File: config.mk
export PLATFORM = sky130hd
export DESIGN_NAME = sub_16bit_csa_pipe
export DESIGN_NICKNAME = d
export VERILOG_FILES = /design/src/rtl/sub_16bit_csa_pipe.sv
export SDC_FILE = /design/constraint.sdc
export NUM_CORES = 1
export LEC_CHECK = 0
export CAP_MARGIN = 20
export CORE_AREA = 2 2 126 140
export CTS_BUF_LIST = sky130_fd_sc_hd__clkbuf_4
export CTS_CLUSTER_SIZE = 16
export DETAILED_ROUTE_END_ITERATION = 10
export DIE_AREA = 0 0 128 142
export MAX_ROUTING_LAYER = met4
export PLACE_DENSITY = 0.49
export SKIP_CTS_REPAIR_TIMING = 1
export SYNTH_ARGS = -nofsm -noshare
export SYNTH_HDL_FRONTEND = slang
export SYNTH_SLANG_ARGS = --single-unit
export TNS_END_PERCENT = 5
File: constraint.sdc
create_clock -name clk -period 6.7 [get_ports clk]
set_input_delay 1.34 -clock clk [delete_from_list [all_inputs] [get_ports clk]]
set_output_delay 1.34 -clock clk [all_outputs]
set_load 0.02 [all_outputs]
File: src/rtl/sub_16bit_csa_pipe.sv
`default_nettype none
// ============================================================================
// Module   : sub_16bit_csa_pipe
// Purpose  : 16-bit subtractor built as a 4-stage carry-select pipeline,
//            one 4-bit slice per stage, with valid/ready flow control.
// Revision : 1.0
// ============================================================================
module sub_16bit_csa_pipe (
    input  logic        clk,
    input  logic        rst,
    input  logic [15:0] a,
    input  logic [15:0] b,
    input  logic        bin,
    input  logic        in_valid,
    output logic        in_ready,
    output logic [15:0] diff,
    output logic        bout,
    output logic        ovf,
    output logic        out_valid,
    input  logic        out_ready
);

    localparam int c_NUM_STAGES = 4;

    // Index 0 is the operand capture register; index k feeds slice k.
    logic [c_NUM_STAGES:0]   r_vld;
    logic [15:0]             r_a  [0:c_NUM_STAGES-1];
    logic [15:0]             r_bn [0:c_NUM_STAGES-1];
    logic [15:0]             r_d  [0:c_NUM_STAGES-1];
    logic [c_NUM_STAGES-1:0] r_c;

    logic [15:0] r_diff;
    logic        r_bout;
    logic        r_ovf;

    logic [4:0]  w_sum0 [0:c_NUM_STAGES-1];
    logic [4:0]  w_sum1 [0:c_NUM_STAGES-1];
    logic [4:0]  w_sel  [0:c_NUM_STAGES-1];
    logic [15:0] w_d    [0:c_NUM_STAGES-1];
    logic        w_ovf;
    logic        w_stall;

    assign w_stall   = r_vld[c_NUM_STAGES] & ~out_ready;
    assign in_ready  = ~w_stall;
    assign out_valid = r_vld[c_NUM_STAGES];
    assign diff      = r_diff;
    assign bout      = r_bout;
    assign ovf       = r_ovf;

    // Both carry hypotheses are formed up front; the incoming carry only muxes.
    always_comb begin
        for (int k = 0; k < c_NUM_STAGES; k++) begin
            w_sum0[k] = {1'b0, r_a[k][4*k +: 4]} + {1'b0, r_bn[k][4*k +: 4]};
            w_sum1[k] = {1'b0, r_a[k][4*k +: 4]} + {1'b0, r_bn[k][4*k +: 4]} + 5'd1;
            w_sel[k]  = r_c[k] ? w_sum1[k] : w_sum0[k];
            w_d[k]    = r_d[k];
            w_d[k][4*k +: 4] = w_sel[k][3:0];
        end
    end

    // Operands differ in sign and result sign differs from the minuend.
    assign w_ovf = (r_a[c_NUM_STAGES-1][15] == r_bn[c_NUM_STAGES-1][15]) &&
                   (w_d[c_NUM_STAGES-1][15] != r_a[c_NUM_STAGES-1][15]);

    always_ff @(posedge clk) begin
        if (rst) begin
            r_vld  <= '0;
            r_diff <= '0;
            r_bout <= 1'b0;
            r_ovf  <= 1'b0;
        end else if (!w_stall) begin
            r_vld  <= {r_vld[c_NUM_STAGES-1:0], in_valid};
            r_a[0] <= a;
            r_bn[0] <= ~b;
            r_c[0] <= ~bin;
            r_d[0] <= '0;
            for (int k = 0; k < c_NUM_STAGES-1; k++) begin
                r_a[k+1]  <= r_a[k];
                r_bn[k+1] <= r_bn[k];
                r_c[k+1]  <= w_sel[k][4];
                r_d[k+1]  <= w_d[k];
            end
            // Output only loads on a real result so bubbles leave it untouched.
            if (r_vld[c_NUM_STAGES-1]) begin
                r_diff <= w_d[c_NUM_STAGES-1];
                r_bout <= ~w_sel[c_NUM_STAGES-1][4];
                r_ovf  <= w_ovf;
            end
        end
    end

endmodule
`default_nettype wire
* Word-level counts from Yosys, hierarchy flattened
Memories as Yosys holds them, arrays and structs flattened. A register that Yosys moved wholly into a read port is not among the register bits. Cells that the tools add are included. Widths: inputs -> output; s select.
Word-level totals: memories kept 3, bits in registers 27, memory bits (writable) 192, word-level logic and storage cells 35
Cells by class: reductions and logical operators 3, equal/unequal tests 2, bitwise logic cells 7, multiplexer cells 7, $add $sub $neg 8
Memories:
- r_a | words 4, bits a word 16, rd ports 4, clocked after memory_dff 0, wr ports 4, line 27 | logic [15:0] r_a [0:c_NUM_STAGES-1];
- r_bn | words 4, bits a word 16, rd ports 4, clocked after memory_dff 0, wr ports 4, line 28 | logic [15:0] r_bn [0:c_NUM_STAGES-1];
- r_d | words 4, bits a word 16, rd ports 4, clocked after memory_dff 1, wr ports 4, line 29 | logic [15:0] r_d [0:c_NUM_STAGES-1];
Operators with widths (count):
- $add 4x4->5 | 4
- $add 5x1->5 const B | 4
- $mux 5 | 4
- $not 16->16 | 1
- $not 1->1 | 5
- $reduce_and 2->1 | 2
- $mux 1 | 3
- $and 1x1->1 | 1
- $eq 1x1->1 | 1
- $logic_and 1x1->1 | 1
- $ne 1x1->1 | 1

* Longest topological paths before layout
depth after elaboration 5, depth in mapped cells 9, gate-level depth less buffers 9

* Least setup slack after synthesis
Ideal clock, no wire load.
path type in2reg, start point input port rst, end point memory r_a[0][0], enable pin, arrival 6261 ps, data required time 6124 ps, library setup time 576 ps, stages on the path 3, path slack -136 ps, cell sequence clkbuf_1 clkbuf_1 nor2_1
RTL lines:
- start, declared | line 10 | input logic rst,
- end, declared | line 27

* Worst setup path after layout
start point input port out_ready, end point output port in_ready
On the way: word-level cells in the longest chain between the ends 3
Ends and longest elaborated chain:
- start, declared | line 20 | input logic out_ready
- $not 1->1 | line 43 | assign w_stall = r_vld[c_NUM_STAGES] & ~out_ready;
- $and 1x1->1 | line 43
- $not 1->1 (no line)
- end, declared | line 15 | output logic in_ready,
No other way between the ends.

==> impl_metrics.py <==
metrics = {
    "outcome": {
        "status": "complete, no violations",
    },
    "pwr": {
        "p_seq_share_pct": 60.9,
        "clkPwrFrac_pct": 30.4,
        "sw_frac_of_total_pct": 22.2,
        "p_leak_nw": 2.16,
        "finalPower_mw": 1.58,
        "p_int_mw": 1.23,
        "vdd_drop_max_mv": 0.0947,
        "p_comb_share_pct": 8.8,
        "p_switching_mw": 0.351,
        "powerDensity_nw_per_um2": 262,
    },
    "finish": {
        "regArea_sq_um": 3700,
        "multiInputGateArea_sq_um": 1140,
        "area_growth_syn_to_layout_pct": 22.0,
        "n_fill_cell": 1620,
        "final_nets": 451,
        "final_util_pct": 36.0,
        "stdcell_count": 612,
        "drive_gt1_share_pct": 8.93,
    },
    "die": {
        "start_util_pct": 29.5,
        "die_w_microns": 128,
        "die_h_microns": 142,
        "core_area_sq_um": 16800,
        "rows": 50,
        "ioPinCount": 57,
        "dieArea_sq_um": 18200,
    },
    "placed_design": {
        "place.port_buffers": 56,
        "post-place-ws_ns": 2.41,
        "gp_congestion": 0.685,
        "dp.cells": 578,
        "hpwlAfterDp_microns": 4380,
    },
    "grt": {
        "grt.met2_usage_pct": 12.2,
        "met1_usage_pct": 9.88,
        "antenna_found_initial": 1,
        "grt_pass1_wl_microns": 11400,
        "grt_pass1_vias": 2491,
        "grtUsageMet3_pct": 4.17,
        "grt_max_degree": 98,
        "top_usage_layer": "met2",
        "grt_use_total_pct": 8.59,
        "grt_overflow": 0,
    },
    "timing": {
        "period_share_pct": 64.2,
        "drv_slew": 0,
        "relSlewSlack_pct": 31.4,
        "clock.fmax_ghz": 0.232,
        "finalCriticalPeriod_ns": 4.30,
        "finalClockSkew_ns": 0.0132,
        "fin_ws_ns": 2.40,
        "tightest_slew_ns": 1.03,
        "finalHoldViolCount": 0,
        "fin_setup_tns_ns": 0,
        "setup_viol": 0,
        "rsz0062_at_grt": "false",
    },
    "cts": {
        "clock_sinks": 131,
        "cts_made_buffers": 17,
        "insertion_delay_ns": 0.52,
        "cts_tree": "built",
        "cts_buffer_depth": 2,
        "path_clk_slew_ns": 0.11,
        "htreeDepth": 4,
        "cts_root_buf": "clkbuf_4",
    },
    "route": {
        "drc": 0,
        "drt_wl_total_microns": 6830,
        "vias": 2540,
        "drt-pass1-iter-count": 4,
        "wl_per_cell_microns": 11.2,
        "initialDrtViolationCount": 164,
        "ant_nets": 0,
        "via_per_inst": 4.15,
    },
    "setup_path": {
        "startpoint_type": "input pin",
        "cp_max_fo": 8,
        "crit_family": "buffers and inverters",
        "worstSetupEndpointType": "output pin",
        "cpMostUsedCell": "clkdlybuf4s50_1",
        "worstPathArrival_ns": 2.96,
        "required_ns": 5.36,
        "cp_slowest_stage_delay_ns": 0.57,
        "crit_chain": "clkdlybuf4s50_1, nor2b_1, inv_2, clkdlybuf4s50_1",
        "worst-setup-path-type": "in -> out",
        "slowest_stage": "clkdlybuf4s50_1",
        "crit_buf_inv": 3,
    },
    "hold_path": {
        "min-delay-path-class": "reg -> reg",
    },
    "logic_synthesis": {
        "syn_nets": 381,
        "synthCells": 320,
        "avgSynthCellArea_sq_um": 15.5,
        "synth_cell_types": 31,
        "synth_area_sq_um": 4950,
        "yosysSeqAreaShare_pct": 74.8,
        "yosysWarnings": 0,
        "ys_seq_elements": 131,
    },
    "job": {
        "cap_violations": 0,
    },
}
==> metrics by stage <==
stage,hold WS (ns),instance area [sq um]
floorplan,0.400,4950
detailed placement,0.405,5760
global route,0.422,6040
global placement,0.401,5760
CTS,0.419,6010
finish,0.419,6040
==> power groups by stage <==
stage	Sequential (mW)	Combinational (mW)	Clock [mW]
2_1_floorplan	0.981	0.0904	0
3_3_place_gp	0.981	0.137	0
3_5_place_dp	0.982	0.139	0
4_1_cts	0.964	0.139	0.509
5_1_grt	0.968	0.157	0.549
6_report	0.962	0.138	0.480
==> cells in the mapped netlist (all sizes together) <==
| library cell | number | share of area, % |
|---|---|---|
| a211oi | 4 | 0.61 |
| a21o | 7 | 1.1 |
| a21oi | 25 | 2.6 |
| and2 | 1 | 0.13 |
| and3 | 1 | 0.13 |
| buf | 4 | 0.40 |
| clkbuf | 3 | 0.23 |
| dfxtp | 23 | 9.3 |
| edfxtp | 108 | 66 |
| fa | 4 | 1.6 |
| ha | 20 | 5.1 |
| inv | 22 | 1.7 |
| mux2 | 3 | 0.68 |
| mux2i | 2 | 0.40 |
| nand2 | 38 | 2.9 |
| nand2b | 1 | 0.13 |
| nand4 | 6 | 0.76 |
| nor2 | 10 | 0.76 |
| nor2b | 2 | 0.25 |
| nor3 | 3 | 0.30 |
| nor4 | 5 | 0.63 |
| o21a | 1 | 0.15 |
| o21ai | 1 | 0.10 |
| o311ai | 1 | 0.18 |
| or2 | 1 | 0.13 |
| or3 | 1 | 0.13 |
| xnor2 | 13 | 2.5 |
| xor2 | 10 | 1.8 |
==> cell type report <==
cell class                      instances  area share, %
Inverter                               22           1.37
Tap cell                              208           4.31
Antenna cell                            1         0.0414
Timing Repair Buffer                   58           9.86
Sequential cell                       131           61.3
Clock buffer                           18           2.24
Multi-Input combinational cell        160           18.9
Clock inverter                         14           1.99
==> path summary, 6_finish.rpt <==
check | cells after the start | startpoint | end | slack (ns)
max | 4 | out_ready | in_ready | 2.40
min | 0 | r_bn[1][10] | r_bn[2][10] | 0.42
max reg2reg | 7 | r_a[3][12] | ovf | 4.52
min reg2reg | 0 | r_bn[1][10] | r_bn[2][10] | 0.42
==> registers in the layout, summed over array words and instances (netlist names) <==
signal and flops:
bout 1, r_vld 5, r_c 4, r_bn 40, ovf 1, diff 16
r_a 40, r_d 24
==> cell usage in the layout (no fill, tap or decap), types with 2 or more instances in the layout <==
master / n
clkinv_2: 3
mux2i_1: 2
nand4_1: 6
nor4_1: 5
clkbuf_4: 18
clkinv_1: 6
mux2_2: 3
a21o_1: 7
clkinvlp_4: 3
fa_1: 4
ha_1: 20
a21oi_1: 24
nor2_1: 9
inv_1: 21
nor3_1: 3
dfxtp_1: 23
bufinv_16: 2
xnor2_1: 12
edfxtp_1: 108
a211oi_1: 4
nor2b_1: 2
xor2_1: 10
nand2_1: 38
clkdlybuf4s50_1: 56
==> cells by family after synthesis <==
kind of cell | synth area share (%)
xor+xnor | 4.22
buf+inv | 2.30
simple gates | 6.22
flops | 74.8
mux | 1.09
fa+ha+maj | 6.67
compound gates | 4.70
==> per-layer routing <==
metal  vias up  part of all wire, %
li1       1301                    -
met1      1165                   47
met2        63                   45
met3        11                  6.1
met4         0                  2.2
met5         -                    0
Power figures use the tool's default switching activity.
